File: src/rtl/fetch_pkg.sv
// Shared types and constants for the instruction-fetch next-PC sequencer.
package fetch_pkg;

  typedef enum logic [1:0] {
    ST_RUN    = 2'd0,
    ST_BUBBLE = 2'd1,
    ST_HALT   = 2'd2
  } fetch_state_e;

  typedef enum logic [2:0] {
    SEL_SEQ      = 3'd0,
    SEL_BRANCH   = 3'd1,
    SEL_JUMP     = 3'd2,
    SEL_CALL     = 3'd3,
    SEL_CALL_RS1 = 3'd4,
    SEL_RET      = 3'd5,
    SEL_HOLD     = 3'd7
  } pc_sel_e;

  localparam logic [31:0] PC_INC = 32'd4;

  function automatic logic [31:0] next_seq(input logic [31:0] pc_in);
    return pc_in + PC_INC;
  endfunction

endpackage

File: src/rtl/fetch_sequencer_if.sv
// Decode-side control/target bundle and fetch-side PC outputs of the sequencer.
interface fetch_sequencer_if;
  logic        stall;
  logic        SIG_Jump;
  logic        SIG_RET;
  logic        SIG_BNE;
  logic        SIG_BEQ;
  logic        SIG_CALL_RS1;
  logic        SIG_Call;
  logic        SIG_EQ;
  logic [31:0] jumpAddress;
  logic [31:0] branchAddress;
  logic [31:0] callRs1Address;
  logic [31:0] decodePC4;
  logic [31:0] pc;
  logic [31:0] PC4;
  logic [2:0]  pc_sel;
  logic        flush;
  logic        halted;
  logic        ras_overflow;
  logic        ras_underflow;

  modport master (
    output stall, SIG_Jump, SIG_RET, SIG_BNE, SIG_BEQ, SIG_CALL_RS1, SIG_Call, SIG_EQ,
    output jumpAddress, branchAddress, callRs1Address, decodePC4,
    input  pc, PC4, pc_sel, flush, halted, ras_overflow, ras_underflow
  );

  modport slave (
    input  stall, SIG_Jump, SIG_RET, SIG_BNE, SIG_BEQ, SIG_CALL_RS1, SIG_Call, SIG_EQ,
    input  jumpAddress, branchAddress, callRs1Address, decodePC4,
    output pc, PC4, pc_sel, flush, halted, ras_overflow, ras_underflow
  );
endinterface

File: src/rtl/ras_stack.sv
// Return-address LIFO; top entry is readable combinationally at index count-1.
module ras_stack #(
  parameter int DEPTH = 8
) (
  input  logic        clk,
  input  logic        reset,
  input  logic        push,
  input  logic        pop,
  input  logic [31:0] data,
  output logic [31:0] top,
  output logic        full,
  output logic        empty
);
  localparam int PW = $clog2(DEPTH);
  localparam logic [PW-1:0] IDX_ONE = PW'(1);
  localparam logic [PW:0]   CNT_ONE = (PW+1)'(1);
  localparam logic [PW:0]   CNT_MAX = (PW+1)'(DEPTH);

  logic [31:0]   entries_r [DEPTH];
  logic [PW:0]   count_r;
  logic [PW-1:0] wr_idx_s;
  logic [PW-1:0] top_idx_s;

  // Count wraps into the index width, so a full stack still points its top at DEPTH-1.
  assign wr_idx_s  = count_r[PW-1:0];
  assign top_idx_s = wr_idx_s - IDX_ONE;
  assign top       = entries_r[top_idx_s];
  assign full      = (count_r == CNT_MAX);
  assign empty     = (count_r == '0);

  // Occupancy counter; guarded so it never leaves 0..DEPTH.
  always_ff @(posedge clk or negedge reset) begin
    if (!reset) begin
      count_r <= '0;
    end else if (push && !full) begin
      count_r <= count_r + CNT_ONE;
    end else if (pop && !empty) begin
      count_r <= count_r - CNT_ONE;
    end else begin
      count_r <= count_r;
    end
  end

  // Entry storage is intentionally left uninitialised by reset.
  always_ff @(posedge clk) begin
    if (push && !full) begin
      entries_r[wr_idx_s] <= data;
    end
  end

endmodule

File: src/rtl/fetch_sequencer.sv
// Next-PC controller: redirect priority, wrong-path squash and RAS-misuse halt.
module fetch_sequencer
  import fetch_pkg::*;
#(
  parameter logic [31:0] RESET_PC  = 32'h0000_0000,
  parameter int          RAS_DEPTH = 8
) (
  input  logic               clk,
  input  logic               reset,
  fetch_sequencer_if.slave   fif
);
  fetch_state_e state_r, state_s;
  pc_sel_e      sel_s;
  logic [31:0]  pc_r, pc_next_s;
  logic         flush_s;
  logic         push_s, pop_s;
  logic         ovf_set_s, unf_set_s;
  logic         ovf_r, unf_r;
  logic [31:0]  ras_top_s;
  logic         ras_full_s, ras_empty_s;

  ras_stack #(.DEPTH(RAS_DEPTH)) u_ras (
    .clk   (clk),
    .reset (reset),
    .push  (push_s),
    .pop   (pop_s),
    .data  (fif.decodePC4),
    .top   (ras_top_s),
    .full  (ras_full_s),
    .empty (ras_empty_s)
  );

  // Redirect resolution and next-state logic; defaults describe a held cycle.
  always_comb begin
    state_s   = state_r;
    pc_next_s = pc_r;
    sel_s     = SEL_HOLD;
    flush_s   = 1'b0;
    push_s    = 1'b0;
    pop_s     = 1'b0;
    ovf_set_s = 1'b0;
    unf_set_s = 1'b0;
    case (state_r)
      ST_HALT: begin
        flush_s = 1'b1;
      end
      ST_BUBBLE: begin
        if (fif.stall) begin
          sel_s = SEL_HOLD;
        end else begin
          sel_s     = SEL_SEQ;
          pc_next_s = next_seq(pc_r);
          state_s   = ST_RUN;
        end
      end
      ST_RUN: begin
        if (fif.stall) begin
          sel_s = SEL_HOLD;
        end else begin
          if (fif.SIG_RET) begin
            if (ras_empty_s) begin
              unf_set_s = 1'b1;
            end else begin
              pop_s     = 1'b1;
              sel_s     = SEL_RET;
              pc_next_s = ras_top_s;
            end
          end else if (fif.SIG_CALL_RS1) begin
            if (ras_full_s) begin
              ovf_set_s = 1'b1;
            end else begin
              push_s    = 1'b1;
              sel_s     = SEL_CALL_RS1;
              pc_next_s = fif.callRs1Address;
            end
          end else if (fif.SIG_Call) begin
            if (ras_full_s) begin
              ovf_set_s = 1'b1;
            end else begin
              push_s    = 1'b1;
              sel_s     = SEL_CALL;
              pc_next_s = fif.jumpAddress;
            end
          end else if (fif.SIG_Jump) begin
            sel_s     = SEL_JUMP;
            pc_next_s = fif.jumpAddress;
          end else if ((fif.SIG_BEQ && fif.SIG_EQ) || (fif.SIG_BNE && !fif.SIG_EQ)) begin
            sel_s     = SEL_BRANCH;
            pc_next_s = fif.branchAddress;
          end else begin
            sel_s     = SEL_SEQ;
            pc_next_s = next_seq(pc_r);
          end

          // A RAS error holds pc (sel stays HOLD) and squashes what is in fetch.
          if (ovf_set_s || unf_set_s) begin
            state_s = ST_HALT;
            flush_s = 1'b1;
          end else if (sel_s != SEL_SEQ) begin
            state_s = ST_BUBBLE;
            flush_s = 1'b1;
          end else begin
            state_s = ST_RUN;
          end
        end
      end
      default: begin
        state_s = ST_HALT;
        flush_s = 1'b1;
      end
    endcase
  end

  // PC, FSM state and sticky RAS error flags.
  always_ff @(posedge clk or negedge reset) begin
    if (!reset) begin
      state_r <= ST_RUN;
      pc_r    <= RESET_PC;
      ovf_r   <= 1'b0;
      unf_r   <= 1'b0;
    end else begin
      state_r <= state_s;
      pc_r    <= pc_next_s;
      ovf_r   <= ovf_r | ovf_set_s;
      unf_r   <= unf_r | unf_set_s;
    end
  end

  assign fif.pc            = pc_r;
  assign fif.PC4           = next_seq(pc_r);
  assign fif.pc_sel        = sel_s;
  assign fif.flush         = flush_s;
  assign fif.halted        = (state_r == ST_HALT);
  assign fif.ras_overflow  = ovf_r;
  assign fif.ras_underflow = unf_r;

endmodule

File: src/flat_wrapper.sv
// flat-port wrapper written by rule: the top's interface ports become plain ports
module fetch_sequencer_flat import fetch_pkg::*;
#(
  parameter logic [31:0] RESET_PC  = 32'h0000_0000,
  parameter int          RAS_DEPTH = 8
)
  (clk, reset, fif_stall, fif_SIG_Jump, fif_SIG_RET, fif_SIG_BNE, fif_SIG_BEQ, fif_SIG_CALL_RS1, fif_SIG_Call, fif_SIG_EQ, fif_jumpAddress, fif_branchAddress, fif_callRs1Address, fif_decodePC4, fif_pc, fif_PC4, fif_pc_sel, fif_flush, fif_halted, fif_ras_overflow, fif_ras_underflow);
  fetch_sequencer_if fif_i ();
  input  logic clk;
  input  logic reset;
  input wire logic [$bits(fif_i.stall)-1:0] fif_stall;
  input wire logic [$bits(fif_i.SIG_Jump)-1:0] fif_SIG_Jump;
  input wire logic [$bits(fif_i.SIG_RET)-1:0] fif_SIG_RET;
  input wire logic [$bits(fif_i.SIG_BNE)-1:0] fif_SIG_BNE;
  input wire logic [$bits(fif_i.SIG_BEQ)-1:0] fif_SIG_BEQ;
  input wire logic [$bits(fif_i.SIG_CALL_RS1)-1:0] fif_SIG_CALL_RS1;
  input wire logic [$bits(fif_i.SIG_Call)-1:0] fif_SIG_Call;
  input wire logic [$bits(fif_i.SIG_EQ)-1:0] fif_SIG_EQ;
  input wire logic [$bits(fif_i.jumpAddress)-1:0] fif_jumpAddress;
  input wire logic [$bits(fif_i.branchAddress)-1:0] fif_branchAddress;
  input wire logic [$bits(fif_i.callRs1Address)-1:0] fif_callRs1Address;
  input wire logic [$bits(fif_i.decodePC4)-1:0] fif_decodePC4;
  output wire logic [$bits(fif_i.pc)-1:0] fif_pc;
  output wire logic [$bits(fif_i.PC4)-1:0] fif_PC4;
  output wire logic [$bits(fif_i.pc_sel)-1:0] fif_pc_sel;
  output wire logic [$bits(fif_i.flush)-1:0] fif_flush;
  output wire logic [$bits(fif_i.halted)-1:0] fif_halted;
  output wire logic [$bits(fif_i.ras_overflow)-1:0] fif_ras_overflow;
  output wire logic [$bits(fif_i.ras_underflow)-1:0] fif_ras_underflow;
  assign fif_i.stall = fif_stall;
  assign fif_i.SIG_Jump = fif_SIG_Jump;
  assign fif_i.SIG_RET = fif_SIG_RET;
  assign fif_i.SIG_BNE = fif_SIG_BNE;
  assign fif_i.SIG_BEQ = fif_SIG_BEQ;
  assign fif_i.SIG_CALL_RS1 = fif_SIG_CALL_RS1;
  assign fif_i.SIG_Call = fif_SIG_Call;
  assign fif_i.SIG_EQ = fif_SIG_EQ;
  assign fif_i.jumpAddress = fif_jumpAddress;
  assign fif_i.branchAddress = fif_branchAddress;
  assign fif_i.callRs1Address = fif_callRs1Address;
  assign fif_i.decodePC4 = fif_decodePC4;
  assign fif_pc = fif_i.pc;
  assign fif_PC4 = fif_i.PC4;
  assign fif_pc_sel = fif_i.pc_sel;
  assign fif_flush = fif_i.flush;
  assign fif_halted = fif_i.halted;
  assign fif_ras_overflow = fif_i.ras_overflow;
  assign fif_ras_underflow = fif_i.ras_underflow;
  fetch_sequencer #(.RESET_PC(RESET_PC), .RAS_DEPTH(RAS_DEPTH)) u_core (.clk(clk), .reset(reset), .fif(fif_i));
endmodule
File: config.mk
export PLATFORM = sky130hd
export DESIGN_NAME = fetch_sequencer_flat
export DESIGN_NICKNAME = d
export VERILOG_FILES = /design/src/rtl/fetch_pkg.sv /design/src/rtl/fetch_sequencer_if.sv /design/src/rtl/ras_stack.sv /design/src/rtl/fetch_sequencer.sv /design/src/flat_wrapper.sv
export SDC_FILE = /design/constraint.sdc
export NUM_CORES = 1
export LEC_CHECK = 0
export CORE_ASPECT_RATIO = 0.75
export CORE_MARGIN = 8
export CORE_UTILIZATION = 55
export CTS_CLUSTER_DIAMETER = 80
export DETAILED_ROUTE_END_ITERATION = 12
export PLACE_DENSITY = 0.81
export SLEW_MARGIN = 20
export SYNTH_ARGS = -nofsm -noshare
export SYNTH_HDL_FRONTEND = slang
export SYNTH_SLANG_ARGS = --single-unit
File: constraint.sdc
create_clock -name clk -period 5.7 [get_ports clk]
set_input_delay 1.14 -clock clk [delete_from_list [all_inputs] [get_ports clk]]
set_output_delay 1.14 -clock clk [all_outputs]
set_load 0.03 [all_outputs]
==> results of run 1 <==
==> layout make-up <==
class	count	area [µm²]
flip-flops and latches	296	8690
fillers	1708	7720
multi-input cells	660	4920
repair buffers	239	2320
clock buffers	38	738
well taps	338	423
clock inverters	14	101
inverters	12	45.0
==> power by group through the flow <==
stage	sequential [mW]	clock [mW]	combinational, mW
2_1_floorplan	2.97	0	2.48
3_3_place_gp	2.96	0	3.91
3_5_place_dp	2.97	0	3.99
4_1_cts	2.93	1.74	4.04
5_1_grt	2.97	1.82	4.29
6_report	2.95	1.73	4.07
==> how the worst max path moves through the flow <==
stage | startpoint | endpoint | slack, ns | cells after the start
6_report | u_core.u_ras.count_r[0] | fif_pc_sel[1] | 1.08 | 8
5_1_grt | u_core.u_ras.count_r[0] | fif_pc_sel[1] | 0.94 | 8
4_1_cts | u_core.u_ras.count_r[0] | fif_pc_sel[1] | 1.12 | 8
3_5_place_dp | fif_SIG_RET | fif_flush | 1.19 | 7
3_3_place_gp | fif_SIG_RET | fif_flush | 1.17 | 7
2_1_floorplan | fif_SIG_RET | u_core.u_ras.entries_r[0][0] | 0.85 | 7
==> cells by family after synthesis <==
logic type | after synthesis | share of synthesized area
simple gates | 317 | 0.110
flops | 296 | 0.623
compound gates | 229 | 0.104
buf+inv | 89 | 0.0285
mux | 78 | 0.110
xor+xnor | 31 | 0.0195
fa+ha+maj | 5 | 0.00502
==> cell usage in the layout (no fill, tap or decap), drive strengths merged, types with 33 or more instances in the layout <==
cell,synthesis,final
buf,40,33
o21ai,53,53
mux4,60,60
clkbuf,37,38
clkdlybuf4s50,0,206
nor2,54,54
a21oi,82,82
nand2,136,136
edfxtp,256,256
dfrtp,40,40
nand3,39,39
==> metal layers <==
metal,share of wire,up-vias,GRT usage
met4,0.040,0,0.104
met1,0.38,5078,0.383
met3,0.12,121,0.0526
met5,0,-,0
li1,-,4419,-
met2,0.47,750,0.449
==> state kept, by name, summed over array words and instances (netlist names) <==
register,flops
u_core.u_ras.entries_r,256
u_core.fif.pc,32
u_core.u_ras.count_r,4
u_core.state_r,2
u_core.fif.ras_overflow,1
u_core.fif.ras_underflow,1
==> critical path, cell delays in order, from the launching register on <==
cell and delay, ns:
dfrtp_4 0.75, clkinv_1 0.41, ha_2 0.39, and3b_1 0.26, nand2_1 0.08, o21ai_0 0.09
a21oi_1 0.17, o21ai_0 0.11, clkdlybuf4s50_1 0.64
==> stage by stage <==
| stage | std cells | setup WS (ns) | area, µm² | utilization | hold slack (ns) |
|---|---|---|---|---|---|
| 2_1_floorplan | 1045 | 0.845 | 13900 | - | 0.584 |
| 3_3_place_gp | 1545 | 1.17 | 16400 | 0.657 | 0.500 |
| 3_5_place_dp | 1545 | 1.19 | 16400 | 0.657 | 0.487 |
| 4_1_cts | 1597 | 1.12 | 17200 | 0.691 | 0.502 |
| 5_1_grt | 1597 | 0.936 | 17200 | 0.691 | 0.524 |
| 6_report | 1597 | 1.08 | 17200 | 0.691 | 0.493 |
==> load_flow_metrics.sql, run 1 <==
INSERT INTO impl_metrics (metric_group, metric, value, unit) VALUES
('final_layout', 'final_net_count', '1380', ''),
('place', 'place.port_buffers', '208', ''),
('sta', 'max_slew.worst_pin.slew', '1.08', 'ns'),
('floorplan', 'initial_utilization', '0.559', ''),
('final_layout', 'count_of_inserted_antenna_diode_cells', '0', ''),
('clock_tree', 'cts.clk_slew.worst_paths', '0.07', 'ns'),
('clock_tree', 'cts_root_buf', 'clkbuf_16', ''),
('clock_tree', 'tritoncts', 'built', ''),
('yosys', 'syn_nets', '1188', ''),
('yosys', 'postSynthCellCount', '1045', ''),
('route', 'drt_iter0_markers', '1410', ''),
('critical_path', 'timing.critical_path.fanout_max', '28', ''),
('yosys', 'synth_seq_area_share', '0.623', ''),
('critical_path', 'endpoint_kind', 'output port', ''),
('clock_tree', 'cts_setup_buffers', '0', ''),
('hold_path', 'timing.hold.worst.start', 'u_core.fif.ras_underflow', ''),
('yosys', 'ys_async_sr_fraction', '0.135', ''),
('floorplan', 'design.portCount', '209', ''),
('critical_path', 'regToRegSetupSlack', '1.71', 'ns'),
('pwr', 'clkPwrFrac', '0.198', ''),
('yosys', 'syn-cell-area', '0.0139', 'mm²'),
('clock_tree', 'htree_num_levels', '1', ''),
('yosys', 'avg_inst_size_synth', '13.3', 'µm²'),
('clock_tree', 'tritoncts_num_sinks', '296', ''),
('sta', 'rsz0062_at_grt', 'false', ''),
('sta', 'final_hold_viol_count', '0', ''),
('hold_path', 'whs_endpoint', 'u_core.fif.ras_underflow', ''),
('hold_path', 'hold-path-cell-count', '1', ''),
('sta', 'min_period', '4.62', 'ns'),
('final_layout', 'area_growth_from_synthesis_to_layout', '23.6', '%'),
('floorplan', 'die_width', '200', 'µm'),
('route', 'firstDrtPassIters', '6', ''),
('sta', 'layout_worst_path_cycle_share', '0.811', ''),
('clock_tree', 'insertion_delay', '0.56', 'ns'),
('final_layout', 'final_layout_size_suffix_gt1_frac', '0.139', ''),
('clock_tree', 'cts_buffer_depth', '3', ''),
('pwr', 'leakagePower', '5.79', 'nW'),
('pwr', 'power.ir.vdd_worst', '0.299', 'mV'),
('clock_tree', 'cts-hold-fix-buffers', '0', ''),
('flow_run', 'drv_cap', '0', ''),
('route', 'ant_nets', '0', ''),
('route', 'drt_drc_violations_left', '0', ''),
('yosys', 'synth_top_area_cell', 'edfxtp_1', ''),
('place', 'place.detailed.hpwl', '30000', 'µm'),
('pwr', 'net_sw_power', '3.61', 'mW'),
('sta', 'finalMaxSlewViolations', '0', ''),
('place', 'globalplace.congestion', '0.919', ''),
('sta', 'setup-violations-final', '0', ''),
('grt', 'antenna_found_initial', '0', ''),
('pwr', 'power.sequential.fraction', '0.337', ''),
('critical_path', 'required_time_of_the_critical_path', '4.56', 'ns'),
('yosys', 'yosysMostFrequentCell', 'edfxtp_1', ''),
('pwr', 'internal_power', '5.14', 'mW'),
('route', 'vias', '10400', ''),
('yosys', 'yosys-top-cells-area', 'edfxtp_1 (55%), mux4_2 (9.7%), dfrtp_1 (7.2%)', ''),
('yosys', 'netlist_top_cells_count', 'edfxtp_1 (256), nand2_1 (134), a21oi_1 (82), mux4_2 (60), nor2_1 (54)', ''),
('run_status', 'outcome', 'finished clean', ''),
('route', 'routed_wl', '44100', 'µm'),
('sta', 'worst_slew_margin_rel', '0.280', ''),
('yosys', 'ys_dominant_reg_cell', 'edfxtp_1', ''),
('clock_tree', 'post_cts_resize_count', '0', ''),
('grt', 'grt-ovfl-total', '0', ''),
('route', 'post_drt_via_cell_ratio', '6.49', ''),
('sta', 'fmax', '216', 'MHz'),
('floorplan', 'core-area', '0.0250', 'mm²'),
('pwr', 'combinationalPowerShare', '0.466', ''),
('yosys', 'synth_warnings', '0', ''),
('floorplan', 'area_enclosed_by_the_die_boundary', '0.0308', 'mm²'),
('critical_path', 'reg2reg_depth', '9', ''),
('pwr', 'design_power_total', '8.75', 'mW'),
('pwr', 'power.share.switching', '0.412', '');
Note: power is estimated with default switching activity, not from simulation.
==> run 2, diff against run 1 <==
Clock period 5.7 ns to 4.5 ns, I/O delays scaled along.
==> run 2 against run 1 <==
  * Count of clock-buffer cells in the layout increased by 9
  * Clock power increased by 38%
  * Worst hold slack got worse by 0.19 ns
  * Worst setup slack got worse by 0.84 ns
  * Wire length increased by 0.37%
  * Power increased by 29%
  * Via count increased by 0.62%
==> load_flow_metrics.sql, run 2 (synthesis gave the netlist of run 1 again) <==
INSERT INTO impl_metrics (metric_group, metric, value, unit) VALUES
('sta', 'layout_worst_path_cycle_share', '0.948', ''),
('pwr', 'clkPwrFrac', '0.211', ''),
('critical_path', 'critical-path-max-stage-delay', '0.81', 'ns'),
('sta', 'min_period', '4.26', 'ns'),
('critical_path', 'reg2reg_to', 'u_core.fif.pc[28]', ''),
('sta', 'rsz0062_at_grt', 'false', ''),
('final_layout', 'area_growth_from_synthesis_to_layout', '25.1', '%'),
('final_layout', 'final_layout_size_suffix_gt1_frac', '0.147', ''),
('route', 'drt_drc_violations_left', '0', ''),
('sta', 'clock_skew', '0.0146', 'ns'),
('grt', 'antenna_found_initial', '1', ''),
('critical_path', 'critPathKind', 'reg2out', ''),
('pwr', 'combinationalPowerShare', '0.465', ''),
('pwr', 'net_sw_power', '4.55', 'mW'),
('pwr', 'p_per_area', '648', 'mW/mm²'),
('clock_tree', 'tritoncts', 'built', ''),
('final_layout', 'multiInputGateArea', '0.00493', 'mm²'),
('run_status', 'outcome', 'finished clean', ''),
('final_layout', 'largest_register', 'u_core.u_ras.entries_r', ''),
('pwr', 'leakagePower', '5.90', 'nW'),
('floorplan', 'core-area', '0.0250', 'mm²'),
('place', 'numPlacedInstances', '1554', ''),
('clock_tree', 'cts.clk_slew.worst_paths', '0.06', 'ns'),
('grt', 'first_global_vias', '10300', ''),
('final_layout', 'layout_common_cells', 'edfxtp_1 (256), clkdlybuf4s50_1 (205), nand2_1 (134), a21oi_1 (82), mux4_2 (60)', ''),
('critical_path', 'reg2reg_depth', '7', ''),
('critical_path', 'cp_cell_sequence', 'nand3_1 > or4_1 > xnor2_1 > clkdlybuf4s50_1', ''),
('final_layout', 'final_net_count', '1390', ''),
('final_layout', 'largest_register_ffs', '256', ''),
('sta', 'fmax', '235', 'MHz'),
('route', 'route.detailed.wl_per_inst', '27.5', 'µm'),
('sta', 'worst_slew_margin_rel', '0.268', ''),
('pwr', 'internal_power', '6.76', 'mW'),
('route', 'routed_wl', '44300', 'µm'),
('pwr', 'power.ir.vdd_worst', '0.411', 'mV'),
('place', 'place.port_buffers', '208', ''),
('sta', 'max_slew.worst_pin.slew', '1.09', 'ns'),
('route', 'ant_nets', '0', ''),
('route', 'post_drt_via_cell_ratio', '6.49', ''),
('pwr', 'power.share.switching', '0.402', ''),
('grt', 'wire_length_of_the_first_global_routing_pass', '64800', 'µm'),
('critical_path', 'cp.arrival', '3.36', 'ns'),
('grt', 'globalRouteTotalUtil', '0.281', ''),
('hold_path', 'hold_path.class', 'in2async', ''),
('clock_tree', 'cts_root_buf', 'clkbuf_16', ''),
('sta', 'final_hold_viol_count', '0', ''),
('sta', 'finalMaxSlewViolations', '0', ''),
('final_layout', 'postLayoutCoreUtil', '0.699', ''),
('final_layout', 'layout_commonest_cell', 'edfxtp_1', ''),
('floorplan', 'design.portCount', '209', ''),
('critical_path', 'crit_path_top_delay_cell', 'clkdlybuf4s50_1', ''),
('critical_path', 'regToRegSetupSlack', '1.28', 'ns'),
('critical_path', 'start_kind', 'flop', ''),
('pwr', 'power.sequential.fraction', '0.324', ''),
('flow_run', 'drv_cap', '0', ''),
('floorplan', 'die_width', '200', 'µm'),
('final_layout', 'regArea', '0.00869', 'mm²'),
('grt', 'grt-ovfl-total', '0', ''),
('critical_path', 'required_time_of_the_critical_path', '3.60', 'ns'),
('grt', 'grt_start_max_net_pins', '44', ''),
('sta', 'setup-violations-final', '0', ''),
('clock_tree', 'post_cts_resize_count', '0', ''),
('critical_path', 'timing.critical_path.fanout_max', '9', ''),
('route', 'vias', '10400', ''),
('final_layout', 'post_layout_nonfiller_instances', '1608', ''),
('critical_path', 'endpoint_kind', 'output port', ''),
('clock_tree', 'htree_num_levels', '1', ''),
('floorplan', 'die_h', '154', 'µm'),
('place', 'place.detailed.hpwl', '30400', 'µm'),
('clock_tree', 'cts_inserted_buffers', '29', ''),
('critical_path', 'worst_r2r_startpoint', 'u_core.u_ras.count_r[0]', ''),
('clock_tree', 'tritoncts_num_sinks', '296', ''),
('clock_tree', 'insertion_delay', '0.56', 'ns'),
('floorplan', 'initial_utilization', '0.559', ''),
('final_layout', 'n_fill_cell', '1685', ''),
('route', 'firstDrtPassIters', '5', ''),
('clock_tree', 'cts_setup_buffers', '0', ''),
('final_layout', 'count_of_inserted_antenna_diode_cells', '0', ''),
('route', 'drt_iter0_markers', '1221', ''),
('sta', 'tns', '0', 'ns'),
('clock_tree', 'cts-hold-fix-buffers', '0', ''),
('place', 'globalplace.congestion', '0.939', ''),
('floorplan', 'area_enclosed_by_the_die_boundary', '0.0308', 'mm²'),
('clock_tree', 'cts_buffer_depth', '3', ''),
('floorplan', 'row_count', '50', '');
==> run 2: per-stage QoR <==
step                      hold slack [ns]  cell area (µm²)  worst slack, ns  power (mW)
after global placement              0.486            16500            0.634        8.78
after detailed placement            0.482            16500            0.634        8.85
after global routing                0.316            17400           0.0932        11.7
final                               0.299            17400            0.236        11.3
after floorplan                     0.584            14000            0.229        6.90
after CTS                           0.292            17400            0.279        11.3
==> run 2: layout make-up <==
type	count	area share
clock inverter	7	0.00624
sequential	296	0.498
inverter	12	0.00258
tap	338	0.0242
clock buffer	47	0.0478
timing repair buffer	248	0.139
multi-input combinational	660	0.282
==> run 2: metal layers <==
metal / GRT usage / vias to the layer above / wire length [µm]
met2: 0.432 / 754 / 19900
met5: 0 / - / 13
met3: 0.0646 / 128 / 5340
met4: 0.107 / 2 / 1980
met1: 0.387 / 5113 / 17100
li1: - / 4435 / -
==> run 2: worst max-delay path: cells and delay by family (launching register included) <==
kind | cells | cell delay, ns
buf+inv | 1 | 0.81
simple gates | 2 | 0.94
flops | 1 | 0.49
xor+xnor | 1 | 0.58
==> run 2: worst max-delay path by stage <==
| stage | start | to | slack [ns] |
|---|---|---|---|
| 2_1_floorplan | fif_SIG_RET | u_core.u_ras.entries_r[4][0] | 0.23 |
| 3_3_place_gp | fif_SIG_EQ | fif_pc_sel[0] | 0.63 |
| 3_5_place_dp | fif_SIG_EQ | fif_pc_sel[0] | 0.63 |
| 4_1_cts | u_core.fif.pc[2] | fif_PC4[12] | 0.28 |
| 5_1_grt | u_core.fif.pc[2] | fif_PC4[30] | 0.09 |
| 6_report | u_core.fif.pc[4] | fif_PC4[13] | 0.24 |
==> run 2: power by group through the flow <==
stage	clock network (mW)	logic (mW)	registers, mW
after CTS	2.41	5.22	3.64
final	2.39	5.25	3.66
after global routing	2.51	5.53	3.69
after floorplan	0	3.14	3.76
after detailed placement	0	5.16	3.69
after global placement	0	5.10	3.68
==> run 3, diff against run 2 <==
Settings changed: CORE_MARGIN 8 to 1.5, TNS_END_PERCENT from default to 1.
==> run 3 against run 2 <==
  * Via count rose by 0.14%
  * Final cell count fell by 0.50%
  * Die area fell by 14%
  * First-iteration DRC count rose by 16%
  * Worst hold slack improved by 0.054 ns
  * Clock power fell by 8%
  * Critical path depth rose by 4
  * Fmax fell by 1.0%
  * Core utilization fell by 0.51 points
==> load_flow_metrics.sql, run 3 (synthesis gave the netlist of run 1 again) <==
INSERT INTO impl_metrics (metric_group, metric, value, unit) VALUES
('pwr', 'leakagePower', '5.84', 'nW'),
('sta', 'layout_worst_path_cycle_share', '0.957', ''),
('critical_path', 'critPathKind', 'reg2out', ''),
('clock_tree', 'cts-hold-fix-buffers', '0', ''),
('grt', 'antenna_found_initial', '0', ''),
('sta', 'finalMaxSlewViolations', '0', ''),
('pwr', 'p_per_area', '638', 'mW/mm²'),
('route', 'drt_iter0_markers', '1421', ''),
('sta', 'tns', '0', 'ns'),
('clock_tree', 'cts_inserted_buffers', '28', ''),
('critical_path', 'cp.arrival', '3.41', 'ns'),
('clock_tree', 'htree_num_levels', '1', ''),
('clock_tree', 'tritoncts', 'built', ''),
('route', 'routed_wl', '43300', 'µm'),
('place', 'globalplace.congestion', '0.968', ''),
('clock_tree', 'cts.clk_slew.worst_paths', '0.07', 'ns'),
('route', 'route.detailed.wl_per_inst', '27.1', 'µm'),
('sta', 'setup-violations-final', '0', ''),
('pwr', 'power.ir.vdd_worst', '0.589', 'mV'),
('floorplan', 'design.portCount', '209', ''),
('sta', 'min_period', '4.31', 'ns'),
('clock_tree', 'cts_root_buf', 'clkbuf_16', ''),
('critical_path', 'timing.critical_path.fanout_max', '8', ''),
('critical_path', 'regToRegSetupSlack', '1.25', 'ns'),
('route', 'ant_nets', '0', ''),
('sta', 'final_hold_viol_count', '0', ''),
('grt', 'globalRouteTotalUtil', '0.332', ''),
('clock_tree', 'post_cts_resize_count', '0', ''),
('critical_path', 'required_time_of_the_critical_path', '3.60', 'ns'),
('sta', 'rsz0062_at_grt', 'false', ''),
('floorplan', 'row_count', '50', ''),
('sta', 'max_slew.worst_pin.slew', '0.977', 'ns'),
('route', 'firstDrtPassIters', '5', ''),
('critical_path', 'endpoint_kind', 'output port', ''),
('sta', 'worst_slew_margin_rel', '0.343', ''),
('grt', 'grt-ovfl-total', '0', ''),
('route', 'post_drt_via_cell_ratio', '6.53', ''),
('route', 'vias', '10400', ''),
('grt', 'first_global_vias', '10300', ''),
('run_status', 'outcome', 'finished clean', ''),
('final_layout', 'final_layout_size_suffix_gt1_frac', '0.141', ''),
('place', 'place.detailed.hpwl', '28300', 'µm'),
('grt', 'grt_start_max_net_pins', '58', ''),
('sta', 'finalHoldWorstSlack', '0.353', 'ns'),
('clock_tree', 'cts_setup_buffers', '0', ''),
('floorplan', 'core-area', '0.0250', 'mm²'),
('final_layout', 'largest_register', 'u_core.u_ras.entries_r', ''),
('clock_tree', 'cts_buffer_depth', '3', ''),
('grt', 'wire_length_of_the_first_global_routing_pass', '64800', 'µm'),
('floorplan', 'die_h', '141', 'µm'),
('floorplan', 'initial_utilization', '0.559', ''),
('pwr', 'design_power_total', '11.1', 'mW'),
('final_layout', 'layout_commonest_cell', 'edfxtp_1', ''),
('floorplan', 'die_width', '187', 'µm'),
('route', 'drt_drc_violations_left', '0', ''),
('critical_path', 'start_kind', 'flop', ''),
('final_layout', 'layout_common_cells', 'edfxtp_1 (256), clkdlybuf4s50_1 (205), nand2_1 (134), a21oi_1 (82), mux4_2 (60)', ''),
('place', 'place.port_buffers', '208', ''),
('final_layout', 'final_net_count', '1382', ''),
('sta', 'fmax', '232', 'MHz'),
('final_layout', 'largest_register_ffs', '256', ''),
('final_layout', 'area_growth_from_synthesis_to_layout', '24.2', '%'),
('sta', 'clock_skew', '0.0292', 'ns'),
('clock_tree', 'insertion_delay', '0.57', 'ns'),
('flow_run', 'drv_cap', '0', ''),
('floorplan', 'area_enclosed_by_the_die_boundary', '0.0263', 'mm²'),
('hold_path', 'hold_path.class', 'in2async', ''),
('clock_tree', 'tritoncts_num_sinks', '296', '');
## run 3: report_power, final
part           switching (mW)  internal, mW  leakage [nW]  total, mW
logic                    3.10          2.10          2.64       5.20
registers               0.418          3.24          2.78       3.66
clock network            1.01          1.19         0.417       2.20
total                    4.52          6.53          5.84       11.1
## run 3: metal layers
layer,part of all wire,vias to the layer above,GRT usage,routed length [µm]
li1,-,4422,-,-
met1,0.38,5159,0.461,16600
met2,0.46,775,0.528,20000
met3,0.13,91,0.0752,5420
met4,0.030,0,0.103,1290
met5,0,-,0,0
## run 3: worst paths after layout
path	end	startpoint	cells past startpoint
max in group asynchronous	u_core.u_ras.count_r[0]	reset	1
setup reg to reg	u_core.fif.pc[20]	u_core.u_ras.count_r[0]	8
hold reg to reg	u_core.fif.ras_underflow	u_core.fif.ras_underflow	1
hold / removal	u_core.fif.pc[0]	reset	1
setup / recovery	fif_PC4[30]	u_core.fif.pc[2]	8
min in group clk	u_core.fif.ras_underflow	u_core.fif.ras_underflow	1
## run 3: worst max-delay path, cell delays in order (launching register included)
cell and delay [ns]:
dfrtp_1 0.44, ha_1 0.34, nand3_1 0.23, nor4_4 0.31, buf_4 0.20, and2_1 0.23
nand2_1 0.11, xnor2_1 0.25, clkdlybuf4s50_1 0.73
## run 3: per-stage QoR
stage / std cells / area [µm²] / setup slack [ns] / util
after floorplan: 1045 / 14000 / 0.229 / -
after global placement: 1547 / 16500 / 0.685 / 0.660
after detailed placement: 1547 / 16500 / 0.696 / 0.660
after CTS: 1599 / 17300 / 0.173 / 0.694
after global routing: 1599 / 17300 / 0.0423 / 0.694
final: 1600 / 17300 / 0.193 / 0.694
## run 3: layout make-up
cell class                      count  area, µm²
Antenna cell                        1       2.50
Clock buffer                       38        758
Clock inverter                     14       91.3
Fill cell                        1675       7640
Inverter                           12       45.0
Multi-Input combinational cell    660       4930
Sequential cell                   296       8690
Tap cell                          338        423
Timing Repair Buffer              241       2380
